File: src/rtl/vga_scan_ctrl.sv
// vga_scan_ctrl: 640x480@60 raster timing, pixel-request generation and
// sync/blank alignment to the renderer's RGB latency for the VGA conduit.
module vga_scan_ctrl #(
    parameter int H_ACTIVE    = 640,
    parameter int H_FP        = 16,
    parameter int H_SYNC      = 96,
    parameter int H_BP        = 48,
    parameter int V_ACTIVE    = 480,
    parameter int V_FP        = 10,
    parameter int V_SYNC      = 2,
    parameter int V_BP        = 33,
    parameter int PIX_LATENCY = 2
) (
    input  logic        clk_clk,
    input  logic        reset_reset_n,
    output logic        pix_req,
    output logic [9:0]  pix_x,
    output logic [9:0]  pix_y,
    input  logic [11:0] pix_rgb,
    output logic        frame_start,
    output logic        vga_conduit_CLK,
    output logic        vga_conduit_HS,
    output logic        vga_conduit_VS,
    output logic        vga_conduit_BLANK,
    output logic        vga_conduit_SYNC,
    output logic [3:0]  vga_conduit_R,
    output logic [3:0]  vga_conduit_G,
    output logic [3:0]  vga_conduit_B
);

    localparam int H_TOTAL = H_ACTIVE + H_FP + H_SYNC + H_BP;
    localparam int V_TOTAL = V_ACTIVE + V_FP + V_SYNC + V_BP;
    localparam int DLY     = PIX_LATENCY - 1;

    localparam logic [9:0] H_LAST   = 10'(H_TOTAL - 1);
    localparam logic [9:0] V_LAST   = 10'(V_TOTAL - 1);
    localparam logic [9:0] H_ACT    = 10'(H_ACTIVE);
    localparam logic [9:0] V_ACT    = 10'(V_ACTIVE);
    localparam logic [9:0] HS_FIRST = 10'(H_ACTIVE + H_FP);
    localparam logic [9:0] HS_LAST  = 10'(H_ACTIVE + H_FP + H_SYNC - 1);
    localparam logic [9:0] VS_FIRST = 10'(V_ACTIVE + V_FP);
    localparam logic [9:0] VS_LAST  = 10'(V_ACTIVE + V_FP + V_SYNC - 1);

    typedef struct packed {
        logic active;
        logic hs_n;
        logic vs_n;
    } ctl_t;

    typedef struct packed {
        logic        hs_n;
        logic        vs_n;
        logic        blank_n;
        logic [11:0] rgb;
    } out_t;

    localparam ctl_t CTL_IDLE = '{active: 1'b0, hs_n: 1'b1, vs_n: 1'b1};
    localparam out_t OUT_IDLE = '{hs_n: 1'b1, vs_n: 1'b1, blank_n: 1'b0, rgb: 12'h000};

    logic       phase_q, phase_d;
    logic [9:0] hcnt_q, hcnt_d;
    logic [9:0] vcnt_q, vcnt_d;
    out_t       out_q, out_d;
    logic       tick;
    ctl_t       ctl_now;
    ctl_t       ctl_tail;

    // tick is the second half of each pixel period; everything but phase moves on it
    assign tick = phase_q;

    // region decode on the current position
    always_comb begin
        ctl_now        = CTL_IDLE;
        ctl_now.active = (hcnt_q < H_ACT) && (vcnt_q < V_ACT);
        ctl_now.hs_n   = !((hcnt_q >= HS_FIRST) && (hcnt_q <= HS_LAST));
        ctl_now.vs_n   = !((vcnt_q >= VS_FIRST) && (vcnt_q <= VS_LAST));
    end

    // phase toggle, raster counters and the aligned output register
    always_comb begin
        phase_d = ~phase_q;
        hcnt_d  = hcnt_q;
        vcnt_d  = vcnt_q;
        out_d   = out_q;
        if (tick) begin
            if (hcnt_q == H_LAST) begin
                hcnt_d = '0;
                vcnt_d = (vcnt_q == V_LAST) ? 10'd0 : vcnt_q + 10'd1;
            end else begin
                hcnt_d = hcnt_q + 10'd1;
            end
            out_d.hs_n    = ctl_tail.hs_n;
            out_d.vs_n    = ctl_tail.vs_n;
            out_d.blank_n = ctl_tail.active;
            out_d.rgb     = ctl_tail.active ? pix_rgb : 12'h000;
        end
    end

    // state registers; reset lands immediately, mid-line or not
    always_ff @(posedge clk_clk or negedge reset_reset_n) begin
        if (!reset_reset_n) begin
            phase_q <= 1'b0;
            hcnt_q  <= '0;
            vcnt_q  <= '0;
            out_q   <= OUT_IDLE;
        end else begin
            phase_q <= phase_d;
            hcnt_q  <= hcnt_d;
            vcnt_q  <= vcnt_d;
            out_q   <= out_d;
        end
    end

    // control bits wait PIX_LATENCY-1 ticks so they meet the renderer's colour
    generate
        if (DLY > 0) begin : g_dly
            ctl_t dly_q [DLY];
            ctl_t dly_d [DLY];

            // shift the delay line on each tick
            always_comb begin
                dly_d = dly_q;
                if (tick) begin
                    dly_d[0] = ctl_now;
                    for (int i = 1; i < DLY; i++) begin
                        dly_d[i] = dly_q[i-1];
                    end
                end
            end

            // delay-line storage, cleared to blanked/no-sync
            always_ff @(posedge clk_clk or negedge reset_reset_n) begin
                if (!reset_reset_n) begin
                    for (int i = 0; i < DLY; i++) begin
                        dly_q[i] <= CTL_IDLE;
                    end
                end else begin
                    dly_q <= dly_d;
                end
            end

            assign ctl_tail = dly_q[DLY-1];
        end else begin : g_nodly
            assign ctl_tail = ctl_now;
        end
    endgenerate

    assign pix_req     = tick & ctl_now.active;
    assign frame_start = tick & (hcnt_q == 10'd0) & (vcnt_q == 10'd0);
    assign pix_x       = hcnt_q;
    assign pix_y       = vcnt_q;

    assign vga_conduit_CLK   = phase_q;
    assign vga_conduit_HS    = out_q.hs_n;
    assign vga_conduit_VS    = out_q.vs_n;
    assign vga_conduit_BLANK = out_q.blank_n;
    assign vga_conduit_SYNC  = 1'b0;
    assign vga_conduit_R     = out_q.rgb[11:8];
    assign vga_conduit_G     = out_q.rgb[7:4];
    assign vga_conduit_B     = out_q.rgb[3:0];

endmodule

File: config.mk
export PLATFORM = sky130hd
export DESIGN_NAME = vga_scan_ctrl
export DESIGN_NICKNAME = d
export VERILOG_FILES = /design/src/rtl/vga_scan_ctrl.sv
export SDC_FILE = /design/constraint.sdc
export NUM_CORES = 1
export LEC_CHECK = 0
export CORE_ASPECT_RATIO = 1.5
export CORE_MARGIN = 2
export CORE_UTILIZATION = 49
export CTS_BUF_LIST = sky130_fd_sc_hd__clkbuf_4 sky130_fd_sc_hd__clkbuf_8
export DETAILED_ROUTE_END_ITERATION = 10
export PLACE_DENSITY = 0.81
export SYNTH_ARGS = -nofsm -noshare
export SYNTH_HDL_FRONTEND = slang
export SYNTH_SLANG_ARGS = --single-unit
File: constraint.sdc
create_clock -name clk_clk -period 2.9 [get_ports clk_clk]
set_clock_uncertainty 0.05 [all_clocks]
set_input_delay 0.29 -clock clk_clk [delete_from_list [all_inputs] [get_ports clk_clk]]
set_output_delay 0.29 -clock clk_clk [all_outputs]
set_load 0.02 [all_outputs]
* Word level (Yosys, flattened, before mapping)
Cells that the tools add are included.
Storage, ports and cells: register bits 39, input port bits 14, output and inout port bits 39, word-level logic and storage cells 35
Operators by class: $add $sub $neg 2, order comparisons 6, equality and inequality tests 2, mux-type cells 3, bitwise logic cells 4, reduce and logical (&&, ||, !) cells 8
Operators by type and width (number):
- adder 10 x 1 -> 10 bit (second input constant) | 2
- equality test 10 bit (second input constant) | 2
- zero test 10 bit | 2
- 2-to-1 mux 10 bit | 2
- 2-to-1 mux 12 bit | 1
- >= comparator 10 bit (second input constant) | 1
- >= comparator 10 x 9 -> 1 bit (second input constant) | 1
- less-or-equal comparator 10 bit (second input constant) | 1
- less-or-equal comparator 10 x 9 -> 1 bit (second input constant) | 1
- less-than comparator 10 bit (second input constant) | 1
- less-than comparator 10 x 9 -> 1 bit (second input constant) | 1
- AND 1 bit | 3
- logical AND 1 bit | 3
- zero test 1 bit | 2
- AND reduction 2 bit | 1
- inverter 1 bit | 1

* Depth between registers and ports, before layout
Gate-level depths: netlist (run 1).
word-level depth 3, mapped depth 6, mapped depth without buffers 6

* Worst setup path after synthesis (run 1)
Ideal clock, no wire load.
path type flip-flop to flip-flop, start reg hcnt_q[0] (netlist: pix_x[0]), end reg vcnt_q[8] (netlist: pix_y[8]), setup time 0.128 ns, data arrival time 2.105 ns, data required time 2.722 ns, setup slack 0.617 ns, cell stages (with the launch flop) 7, clock period less this slack 2.283 ns, cell sequence dfrtp_1 ha_1 nand4_4 or4b_4 buf_6 nor4_4 mux2_1
On the way: word-level cells in the longest chain between the ends 2
Ends and longest elaborated chain:
- start: declaration | line 61 | logic [9:0] hcnt_q, hcnt_d;
- start signal: assignment | line 108 | hcnt_q <= hcnt_d;
- equality test 10 bit | line 86 | if (hcnt_q == H_LAST) begin
- AND reduction 2 bit (no source line)
- end signal: assignment | line 109 | vcnt_q <= vcnt_d;
- end: declaration | line 62 | logic [9:0] vcnt_q, vcnt_d;
Every way passes these cells. A chain may end at the register's enable or synchronous reset.

* Worst setup path in the final report (run 1)
start reg vcnt_q[7] (netlist: pix_y[7]), end out frame_start
On the way: word-level cells in the longest chain between the ends 2
Ends and longest elaborated chain:
- zero test 10 bit | line 149 | assign frame_start = tick & (hcnt_q == 10'd0) & (vcnt_q == 10'd0);
- AND 1 bit | line 149
- end: declaration | line 20 | output logic frame_start,
Every way passes these cells.

==> results.py, run 1 <==
metrics = {
    "worst_setup_path": {
        "reg2regPathDepth": 5,
        "worstPathMaxFanout": 6,
        "crit-reg2reg-launch": "pix_x[0]$_DFFE_PN0P_",
        "rrSetupSlack_ps": 680,
        "path_buf_inv": 1,
        "worstPathArrival_ps": 2190,
        "crit_chain": "nor4_1 > nand4_1 > nor3_1 > clkdlybuf4s50_1",
        "crit_type": "flop to primary output",
        "r2r_end": "pix_y[8]$_DFFE_PN0P_",
        "slowest_stage": "clkdlybuf4s50_1",
        "start_kind": "flop",
        "worstSetupEndpointType": "primary output",
        "slowest_delay_ps": 630,
        "worstPathRequired_ps": 2560,
        "path_delay_family": "simple AND/OR/NAND/NOR gates",
    },
    "sta": {
        "setup_viol": 0,
        "drv_slew": 0,
        "rsz0062_at_grt": "false",
        "period_needed_ps": 2530,
        "worst-slew-pin-transition_ps": 856,
        "whs_ps": 54.6,
        "hold_viol": 0,
        "fin_crit_sh_pct": 87.1,
        "fin_ws_ps": 374,
        "max_freq_ghz": 0.396,
        "relSlewSlack_pct": 43.0,
        "finalSetupTns_ps": 0,
    },
    "global_route": {
        "grt_pass1_wl_um": 6930,
        "grt_overflow": 0,
        "grt_pass1_vias": 1584,
        "grtUsageTotal_pct": 21.6,
        "antenna_found_initial": 0,
        "grt_start_max_net_pins": 40,
    },
    "yosys": {
        "syn_area_per_cell_um2": 9.85,
        "yosys.area.top_type_share_pct": 45.8,
        "syn_nets": 212,
        "ys_warn_count": 0,
        "synth_top_cell_by_area": "dfrtp_1",
        "synth_ff_type": "dfrtp_1",
        "async_flop_share_pct": 100,
        "syn_inst": 194,
        "yosysSeqAreaShare_pct": 51.3,
        "yosysUniqueCellTypes": 42,
        "synth_edf_count": 0,
        "synth_area_leaders": "dfrtp_1, nand3_1, dfstp_2, o21ai_0, inv_1",
        "ys_seq_elements": 39,
        "syn_area_mm2": 0.00191,
    },
    "finish": {
        "n_antenna_cell": 0,
        "drive_gt1_share_pct": 9.72,
        "synthToLayoutAreaGrowth_pct": 33.4,
        "fin_util_pct": 68.7,
        "nets": 264,
    },
    "clock_network": {
        "holdBufCountCts": 0,
        "cts_sinks": 39,
        "h-tree-depth": 2,
        "post-cts-setup-buffers": 0,
        "path_clk_slew_ps": 70,
        "clockBufferDepth": 2,
        "ctsResizeCount": 0,
        "clk_latency_ps": 290,
        "cts_buffers": 5,
        "cts_tree": "yes",
        "cts_root_buffer": "clkbuf_8",
    },
    "power": {
        "peakVddDrop_mv": 0.382,
        "p_sw_mw": 0.213,
        "p_comb_share_pct": 6.5,
        "power.leakage_nw": 1.09,
        "finalPower_mw": 1.03,
        "intPower_mw": 0.813,
        "power_per_cell_area_mw_per_mm2": 402,
        "swShare_pct": 20.8,
        "clkPwrFrac_pct": 39.3,
        "p_seq_share_pct": 54.3,
    },
    "placement": {
        "routabilityCongestion": 0.831,
        "pre_cts_slack_ps": 671,
        "hpwl_um": 2900,
        "portBuffers": 51,
    },
    "drt": {
        "wire_per_inst_um": 14.3,
        "dr_total_vias": 1579,
        "routed_via_density": 5.44,
        "drc": 0,
        "drt_iter0_markers": 32,
        "drt-total-wl_um": 4150,
        "dr.pass1.iters": 4,
        "ant_nets": 0,
    },
    "floorplanning": {
        "rows": 27,
        "die_h_um": 80.5,
        "initial_core_util_pct": 51.4,
        "dieArea_mm2": 0.00443,
        "fp.coreArea_mm2": 0.00372,
        "ios": 53,
        "die_w_um": 55,
    },
    "job": {
        "cap_violations": 0,
    },
    "run_status": {
        "status": "finished clean",
    },
    "worst_hold_path": {
        "hp-class": "primary input to async pin",
    },
}
[flip-flops by register name, indices dropped and copies added (netlist names)]
| name | cells |
|---|---|
| pix_x | 10 |
| pix_y | 10 |
| vga_conduit_B | 4 |
| vga_conduit_G | 4 |
| vga_conduit_R | 4 |
| ctl_tail | 3 |
| vga_conduit_BLANK | 1 |
| vga_conduit_CLK | 1 |
| vga_conduit_HS | 1 |
| vga_conduit_VS | 1 |
[how the worst max path moves through the flow]
stage                          from                    to  cells past startpoint
2_1_floorplan  pix_x[0]$_DFFE_PN0P_  pix_y[8]$_DFFE_PN0P_                      6
3_3_place_gp   pix_x[0]$_DFFE_PN0P_           frame_start                      6
3_5_place_dp   pix_x[0]$_DFFE_PN0P_  pix_y[8]$_DFFE_PN0P_                      5
4_1_cts        pix_x[0]$_DFFE_PN0P_           frame_start                      6
5_1_grt        pix_x[0]$_DFFE_PN0P_           frame_start                      6
6_report       pix_y[7]$_DFFE_PN0P_           frame_start                      4
[final cells by class]
type / count / area, µm²
Fill cell: 302 / 1160
Sequential cell: 39 / 981
Multi-Input combinational cell: 125 / 806
Timing Repair Buffer: 54 / 528
Clock buffer: 8 / 104
Inverter: 21 / 78.8
Tap cell: 43 / 53.8
[kinds of logic (layout without fill, tap and decap cells)]
family | count (synthesis) | in the layout | share of synthesized area, %
simple gates | 70 | 70 | 21.7
flops | 39 | 39 | 51.3
compound gates | 36 | 36 | 10.5
buf+inv | 30 | 83 | 6.54
xor+xnor | 7 | 7 | 3.21
mux | 7 | 7 | 3.93
fa+ha+maj | 4 | 4 | 2.62
other cells | 1 | 1 | 0.196
[stage by stage]
| stage | area (µm²) | std cells |
|---|---|---|
| floorplan | 1910 | 194 |
| global placement | 2450 | 282 |
| CTS | 2550 | 290 |
| global route | 2550 | 290 |
| detailed placement | 2450 | 282 |
| finish | 2550 | 290 |
[per-layer routing]
layer | track usage (%) | vias up | part of all wire (%)
met1 | 25.0 | 740 | 42
met3 | 5.95 | 16 | 6.1
met4 | 10.5 | 0 | 3.1
li1 | - | 773 | -
met5 | 0 | - | 0
met2 | 35.4 | 50 | 49
[worst register-to-register path: cells and delay by family (launching register included)]
family / cells / cell delay (ps)
flip-flops: 1 / 410
adder cells (fa/ha/maj): 1 / 250
multiplexers: 1 / 340
AND/OR/NAND/NOR: 3 / 1060
[power by group through the flow]
stage / logic [mW] / registers, mW / clock network [mW]
detailed placement: 0.0675 / 0.567 / 0
CTS: 0.0679 / 0.556 / 0.419
global route: 0.0747 / 0.557 / 0.437
global placement: 0.0668 / 0.566 / 0
finish: 0.0662 / 0.557 / 0.403
floorplan: 0.0113 / 0.578 / 0
[Yosys cell counts, types with 2 or more instances]
| library cell | instances |
|---|---|
| a31oi_1 | 2 |
| and4b_1 | 2 |
| and3_1 | 2 |
| xnor2_1 | 5 |
| clkbuf_1 | 5 |
| ha_1 | 4 |
| mux2_2 | 3 |
| inv_1 | 21 |
| xor2_1 | 2 |
| mux2i_1 | 3 |
| nor4_1 | 2 |
| a21oi_1 | 6 |
| dfstp_2 | 4 |
| dfrtp_1 | 35 |
| or3_1 | 4 |
| nor2_1 | 7 |
| nand2_1 | 14 |
| nand4_1 | 2 |
| o21ai_0 | 21 |
| nor3_1 | 4 |
| o31ai_1 | 4 |
| nand3_1 | 22 |
[cells in the final DEF (no fill, tap or decap), types with 2 or more instances in the layout]
| master | count |
|---|---|
| clkdlybuf4s50_1 | 50 |
| dfrtp_1 | 35 |
| nand3_1 | 22 |
| inv_1 | 21 |
| o21ai_0 | 21 |
| nand2_1 | 14 |
| nor2_1 | 7 |
| clkbuf_8 | 7 |
| a21oi_1 | 6 |
| xnor2_1 | 5 |
| nor3_1 | 4 |
| o31ai_1 | 4 |
| or3_1 | 4 |
| ha_1 | 4 |
| dfstp_2 | 4 |
| mux2i_1 | 3 |
| mux2_2 | 3 |
| buf_4 | 3 |
| nand4_1 | 2 |
| and4b_1 | 2 |
| nor4_1 | 2 |
| and3_1 | 2 |
| xor2_1 | 2 |
| a31oi_1 | 2 |
No activity file was read; power rests on OpenSTA's default activity.
==> inputs of run 2 (changes only) <==
CAP_MARGIN = 20   (was unset)
==> results of run 2 <==
Same layout as run 1: the final DEF is identical, and so are final timing and power.
==> inputs of run 3 (changes only) <==
PLACE_DENSITY = 0.79   (was 0.81)
clock period = 2.5 ns   (was 2.9 ns; I/O delays follow)
==> run 3 against run 2 <==
The run now ends with negative hold slack left. Register-to-register slack worse by 400 ps. Die area is the same. Sequential share of layout area down 0.32 points. Final cell count is 0.34% higher. Combinational power grew 15%. Global-route usage fell by 1.9 points. Critical path type unchanged. Core utilization rose by 0.57 points. Cell area increased by 0.83%.
==> results.py, run 3 (synthesis results as in run 1) <==
metrics = {
    "run_status": {
        "status": "complete, but fails checks",
        "violations": "negative hold slack",
    },
    "worst_setup_path": {
        "crit_chain": "buf_4 > and4b_1 > clkdlybuf4s50_1",
        "worstPathArrival_ps": 2000,
        "path_delay_family": "buffers and inverters",
        "worstSetupEndpointType": "primary output",
        "start_kind": "flop",
        "worstPathMaxFanout": 37,
        "slowest_delay_ps": 620,
        "path_buf_inv": 2,
        "crit_type": "flop to primary output",
        "worstPathRequired_ps": 2200,
        "slowest_stage": "clkdlybuf4s50_1",
    },
    "finish": {
        "n_antenna_cell": 0,
        "instances_no_fill": 291,
        "multi_input_area_um2": 812,
        "fin_util_pct": 69.2,
        "final_common_cell": "clkdlybuf4s50_1",
        "nets": 265,
        "seq_area_um2": 981,
        "design_area_mm2": 0.00257,
        "most-common-layout-cells": "clkdlybuf4s50_1, dfrtp_1, nand3_1, inv_1, o21ai_0",
        "synthToLayoutAreaGrowth_pct": 34.6,
        "drive_gt1_share_pct": 10.5,
        "nFillCells": 314,
    },
    "floorplanning": {
        "rows": 27,
        "fp.coreArea_mm2": 0.00372,
        "die_w_um": 55,
        "initial_core_util_pct": 51.4,
        "die_h_um": 80.5,
        "dieArea_mm2": 0.00443,
        "ios": 53,
    },
    "clock_network": {
        "clockBufferDepth": 2,
        "clk_latency_ps": 300,
        "post-cts-setup-buffers": 0,
        "cts_tree": "yes",
        "cts_buffers": 5,
        "cts_root_buffer": "clkbuf_8",
        "cts_sinks": 39,
        "h-tree-depth": 2,
        "holdBufCountCts": 0,
        "path_clk_slew_ps": 80,
    },
    "sta": {
        "max_freq_ghz": 0.436,
        "relSlewSlack_pct": 44.5,
        "fin_ws_ps": 205,
        "drv_slew": 0,
        "hold_viol": 7,
        "rsz0062_at_grt": "false",
        "setup_viol": 0,
        "fin_crit_sh_pct": 91.8,
        "worst-slew-pin-transition_ps": 832,
        "period_needed_ps": 2300,
        "whs_ps": -8.28,
        "finalSetupTns_ps": 0,
    },
    "drt": {
        "ant_nets": 0,
        "dr.pass1.iters": 4,
        "drt_iter0_markers": 36,
        "drc": 0,
        "routed_via_density": 5.46,
        "wire_per_inst_um": 14.0,
        "drt-total-wl_um": 4070,
        "dr_total_vias": 1589,
    },
    "global_route": {
        "antenna_found_initial": 0,
        "grt_start_max_net_pins": 40,
        "grt_pass1_vias": 1464,
        "grtUsageTotal_pct": 19.7,
        "grt_overflow": 0,
        "grt_pass1_wl_um": 6310,
    },
    "power": {
        "power_per_cell_area_mw_per_mm2": 483,
        "power.leakage_nw": 1.11,
        "peakVddDrop_mv": 0.451,
        "finalPower_mw": 1.24,
    },
    "placement": {
        "portBuffers": 51,
        "hpwl_um": 2870,
        "placed_cells": 283,
        "pre_cts_slack_ps": 249,
        "placed_cell_area_mm2": 0.00245,
        "routabilityCongestion": 0.843,
    },
    "job": {
        "cap_violations": 0,
    },
    "worst_hold_path": {
        "hp-class": "primary input to async pin",
    },
}
run 3: cell count changes in the layout (fill, tap and decap cells not counted), sizes merged:
cell,delta
clkinv,+2
bufinv,+1
clkdlybuf4s50,-1
buf,+1
clkbuf,-3
dlygate4sd2,+1
run 3: final timing paths:
kind                                           start                      endpoint  slack (ps)  depth (start not counted)
setup / recovery           vga_conduit_CLK$_DFF_PN0_                       pix_req         200                          3
hold / removal                         reset_reset_n  vga_conduit_B[2]$_DFFE_PN0P_          -8                          1
setup reg to reg                pix_x[0]$_DFFE_PN0P_          pix_y[8]$_DFFE_PN0P_         280                          5
hold reg to reg              ctl_tail[1]$_DFFE_PN1P_       ctl_tail[1]$_DFFE_PN1P_         440                          2
max in group asynchronous              reset_reset_n          pix_y[5]$_DFFE_PN0P_        1870                          1
min in group clk_clk         ctl_tail[1]$_DFFE_PN1P_       ctl_tail[1]$_DFFE_PN1P_         440                          2
run 3: report_power, final:
part / switching (mW) / internal (mW)
clock: 0.225 / 0.297
combinational: 0.0370 / 0.0391
sequential: 0.00477 / 0.641
total: 0.267 / 0.977
run 3: worst reg2reg max path, cell delays in order (launching register included):
cell and delay, ps:
dfrtp_1 410, ha_1 250, nand4_4 150, or4b_4 630, nor4_4 280, mux2_1 340
run 3: repair_timing:
action,CTS,global route
resized for setup,2,0
endpoints found under the hold margin,0,0
endpoints found under the setup margin,1,0
run 3: layer usage:
metal  GRT usage, %  part of all wire (%)  vias up
li1               -                     -      778
met1           23.0                    41      754
met2           32.0                    50       47
met3           5.76                   6.5       10
met4           9.51                   2.5        0
met5              0                     0        -
run 3: area by class of cell:
type / instances / area share [%]
well taps: 43 / 2.09
repair buffers: 55 / 20.8
clock inverters: 3 / 1.70
multi-input cells: 125 / 31.6
inverters: 21 / 3.06
clock buffers: 5 / 2.68
flip-flops and latches: 39 / 38.1
